### src/rtl/heap_sort_vec_loader.sv
// Serial-to-parallel loader for the heap sorter: packs up to N_ELEM streamed elements
// into one vector, pads unused slots with PAD_VAL and presents it as a one-cycle strobe.
module heap_sort_vec_loader #(
    parameter int                 ELEM_W  = 23,
    parameter int                 N_ELEM  = 7,
    parameter logic [ELEM_W-1:0]  PAD_VAL = {ELEM_W{1'b1}}
) (
    input  logic                            system1000,
    input  logic                            system1000_rstn,
    input  logic [ELEM_W-1:0]               in_data,
    input  logic                            in_valid,
    input  logic                            in_last,
    output logic                            in_ready,
    input  logic                            flush_i,
    output logic [ELEM_W*N_ELEM-1:0]        vec_o,
    output logic                            vec_valid_o,
    output logic [$clog2(N_ELEM+1)-1:0]     vec_count_o
);

    localparam int CNT_W = $clog2(N_ELEM + 1);

    typedef enum logic {FILL, EMIT} state_t;

    state_t                     state_reg, state_next;
    logic [CNT_W-1:0]           count_reg, count_next;
    logic [CNT_W-1:0]           count_after;
    logic [ELEM_W*N_ELEM-1:0]   vec_reg, vec_next;
    logic [CNT_W-1:0]           vec_count_reg;
    logic                       accept;
    logic                       full_hit;
    logic                       emit_go;

    // Ready is forced low while reset is held so nothing is accepted during reset.
    assign in_ready    = (state_reg == FILL) & system1000_rstn;
    assign accept      = in_valid & in_ready;
    assign count_after = count_reg + CNT_W'(accept);
    assign full_hit    = accept && (count_reg == CNT_W'(N_ELEM - 1));

    // Each slot keeps its own register; vec_next merges the element accepted this
    // cycle so the emitted vector already contains it.
    generate
        for (genvar gi = 0; gi < N_ELEM; gi++) begin : g_slot
            logic [ELEM_W-1:0] slot_reg;
            logic              slot_wr;

            assign slot_wr = accept && (count_reg == CNT_W'(gi));

            always_ff @(posedge system1000 or negedge system1000_rstn) begin
                if (!system1000_rstn) begin
                    slot_reg <= '0;
                end else if (state_reg == EMIT) begin
                    slot_reg <= '0;
                end else if (slot_wr) begin
                    slot_reg <= in_data;
                end
            end

            assign vec_next[gi*ELEM_W +: ELEM_W] =
                slot_wr                     ? in_data  :
                (CNT_W'(gi) < count_after)  ? slot_reg :
                                              PAD_VAL;
        end
    endgenerate

    always_comb begin
        state_next = state_reg;
        count_next = count_reg;
        emit_go    = 1'b0;
        case (state_reg)
            FILL: begin
                count_next = count_after;
                if (full_hit || (accept && in_last) || (flush_i && (count_after != '0))) begin
                    emit_go    = 1'b1;
                    state_next = EMIT;
                end
            end
            EMIT: begin
                state_next = FILL;
                count_next = '0;
            end
            default: begin
                state_next = FILL;
                count_next = '0;
            end
        endcase
    end

    always_ff @(posedge system1000 or negedge system1000_rstn) begin
        if (!system1000_rstn) begin
            state_reg     <= FILL;
            count_reg     <= '0;
            vec_reg       <= '0;
            vec_count_reg <= '0;
        end else begin
            state_reg <= state_next;
            count_reg <= count_next;
            if (emit_go) begin
                vec_reg       <= vec_next;
                vec_count_reg <= count_after;
            end
        end
    end

    assign vec_o       = vec_reg;
    assign vec_count_o = vec_count_reg;
    assign vec_valid_o = (state_reg == EMIT);

endmodule

### config.mk
export PLATFORM = sky130hd
export DESIGN_NAME = heap_sort_vec_loader
export DESIGN_NICKNAME = d
export VERILOG_FILES = /design/src/rtl/heap_sort_vec_loader.sv
export SDC_FILE = /design/constraint.sdc
export NUM_CORES = 1
export LEC_CHECK = 0
export ABC_AREA = 0
export CORE_MARGIN = 3
export CORE_UTILIZATION = 40
export CTS_CLUSTER_SIZE = 28
export DETAILED_ROUTE_END_ITERATION = 8
export PLACE_DENSITY = 0.58
export SLEW_MARGIN = 20
export SYNTH_ARGS = -nofsm -noshare
export SYNTH_HDL_FRONTEND = slang
export SYNTH_SLANG_ARGS = --single-unit
### constraint.sdc
create_clock -name system1000 -period 3.9 [get_ports system1000]
set_clock_uncertainty 0.2 [all_clocks]
set_input_delay 0.78 -clock system1000 [delete_from_list [all_inputs] [get_ports system1000]]
set_output_delay 0.78 -clock system1000 [all_outputs]
set_load 0.01 [all_outputs]
==> results.json <==
{
  "r2r_start": "vec_valid_o$_DFF_PN0_",
  "synth_top_area_share_pct": 55.5,
  "setup_ws_ps": 653,
  "worstReg2RegEnd": "vec_o[124]$_DFFE_PN0P_",
  "grt_pass1_vias": 11900,
  "cp.required_ps": 2920,
  "ys.flop_type": "dfrtp_1",
  "fin_cells": 2180,
  "status": "finished clean",
  "htreeDepth": 2,
  "ios": 194,
  "yosysUniqueCellTypes": 42,
  "slew_headroom_pct": 33.2,
  "cts_root_buffer": "clkbuf_16",
  "post-route-min-period_ps": 3250,
  "holdCritPathClass": "in -> async",
  "yosysMostFrequentCell": "dfrtp_1",
  "dp.cells": 2116,
  "rsz0062_at_grt": "no",
  "synth.yosys.seq_area_share_pct": 55.5,
  "syn_to_final_growth_pct": 24.3,
  "max_slew.worst_pin.slew_ps": 1000,
  "layout.nets": 1725,
  "yosys-top-cells-count": "dfrtp_1, nand2_1, a21oi_1, inv_1, mux2i_1",
  "yosys_warnings": 0,
  "grt_max_degree": 77,
  "core_um2": 36100,
  "powerDensity_nw_per_um2": 679,
  "avgSynthCellArea_um2": 9.61,
  "dp_hpwl_um": 29200,
  "synth_fp_nets": 1575,
  "clkSlewWorstSetupHoldPaths_ps": 60,
  "clock_sinks": 329,
  "crit_arrival_ps": 2270,
  "fin_tns_setup_ps": 0,
  "synth-edff-count": 0,
  "drtIter0Drc": 821,
  "synth_area_leaders": "dfrtp_1, nand2_1, mux2i_1",
  "post_cts_resize_count": 0,
  "gr-usage-all-layers_pct": 23.3,
  "synthArstFlopShare_pct": 100,
  "gr-total-overflow": 0,
  "drc": 0,
  "maxCapViolCount": 0,
  "post-cts-setup-buffers": 0,
  "cts_tree": "built",
  "vias": 11900,
  "cts_buffers": 37,
  "yosys.area.top_type": "dfrtp_1",
  "n_antenna_cell": 0,
  "fmax_ghz": 0.308,
  "synthesis.area_um2": 14800,
  "holdWs_ps": 279,
  "start_util_pct": 41.1,
  "finalHoldViolCount": 0,
  "die_area_um2": 39500,
  "routed_via_density": 5.47,
  "layout-drive-gt1-share_pct": 8.49,
  "rows": 69,
  "grt_pass1_wl_um": 71600,
  "io_buffers": 193,
  "finalCritPeriodShare_pct": 83.3,
  "cts_buffer_depth": 3,
  "place_ws_ps": 184,
  "r2r_cells": 5,
  "endpoint_kind": "output port",
  "path_class": "reg -> out",
  "final_max_slew_viol_count": 0,
  "p_leak_uw": 0.00830,
  "dr.pass1.iters": 5,
  "drt-wirelength-per-cell_um": 21.3,
  "gp_congestion": 0.796,
  "ant_nets": 0,
  "insertion_delay_ps": 510,
  "cts_hold_buf": 0,
  "r2r_setup_slack_ps": 920,
  "dieWidth_um": 199,
  "netlist_instances": 1544,
  "peakVddDrop_v": 0.000468,
  "final-setup-viol-count": 0,
  "worst-path-max-fanout": 61,
  "routed_wl_um": 46500,
  "startpoint_type": "flip-flop",
  "die_h_um": 199,
  "synth_seq_cells": 329,
  "antenna_found_initial": 0
}
layout make-up:
| cell class | instances | area (um^2) |
|---|---|---|
| fillers | 3321 | 17600 |
| flip-flops and latches | 329 | 8240 |
| multi-input cells | 937 | 5480 |
| repair buffers | 250 | 2440 |
| clock buffers | 56 | 1070 |
| well taps | 461 | 577 |
| inverters | 139 | 527 |
| clock inverters | 8 | 118 |
kinds of logic (layout without fill, tap and decap cells):
logic type	count (synthesis)	after routing	synth area share, %
muxes	141	141	9.73
and+or+nand+nor	439	439	12.7
AOI/OAI and AO/OA	352	352	13.8
xor gates and xnor gates	2	2	0.245
buffers and inverters	278	453	7.86
DFF	329	329	55.5
adders and majority gates	3	3	0.253
cell usage in the layout (no fill, tap or decap), types with 3 or more instances in the layout:
master             n
ha_1               3
o31ai_1           34
clkbuf_8           7
mux2i_1          115
nand2b_1           3
inv_1            138
dfrtp_1          328
nor2b_1            4
nor3_4             4
bufinv_16          3
mux2_2            18
o41ai_1           12
o22ai_1           92
clkinv_2           4
nor2_1            27
clkbuf_16         37
clkbuf_1          12
a21oi_1          196
buf_12             6
a31oi_1           12
nor4_1            23
clkdlybuf4s50_1  192
nand3_1           37
nand2_1          327
mux2_1             8
buf_4             51
power breakdown:
group	leakage [uW]	switching [uW]	internal, uW	total [uW]
registers	0.00384	507	4120	4630
clock network	0.000579	1380	2080	3460
logic	0.00389	2500	1930	4440
worst max path at each step:
stage | start | endpoint | slack (ps)
2_1_floorplan | system1000_rstn | vec_o[70]$_DFFE_PN0P_ | 800
3_3_place_gp | in_valid | vec_o[24]$_DFFE_PN0P_ | 220
3_5_place_dp | in_valid | vec_o[38]$_DFFE_PN0P_ | 180
4_1_cts | vec_valid_o$_DFF_PN0_ | vec_valid_o | 640
5_1_grt | vec_valid_o$_DFF_PN0_ | vec_valid_o | 590
6_report | vec_valid_o$_DFF_PN0_ | vec_valid_o | 650
routing by layer:
metal  global-route usage, %  part of all wire (%)
met5                       0                     0
met2                    36.7                    45
met4                    7.18                   3.0
met3                    3.40                   5.8
met1                    33.5                    46
stage by stage:
step           util [%]  total power [uW]  area [um^2]
2_1_floorplan         -              7160        14800
3_3_place_gp       47.8              9040        17300
3_5_place_dp       47.8              9110        17300
4_1_cts            51.1             12600        18400
5_1_grt            51.1             13200        18400
6_report           51.1             12500        18400
worst max-delay path, stage by stage (launching register included):
cell and delay [ps]:
dfrtp_4 460, buf_4 590, clkdlybuf4s50_1 670
Power figures use the tool's default switching activity.
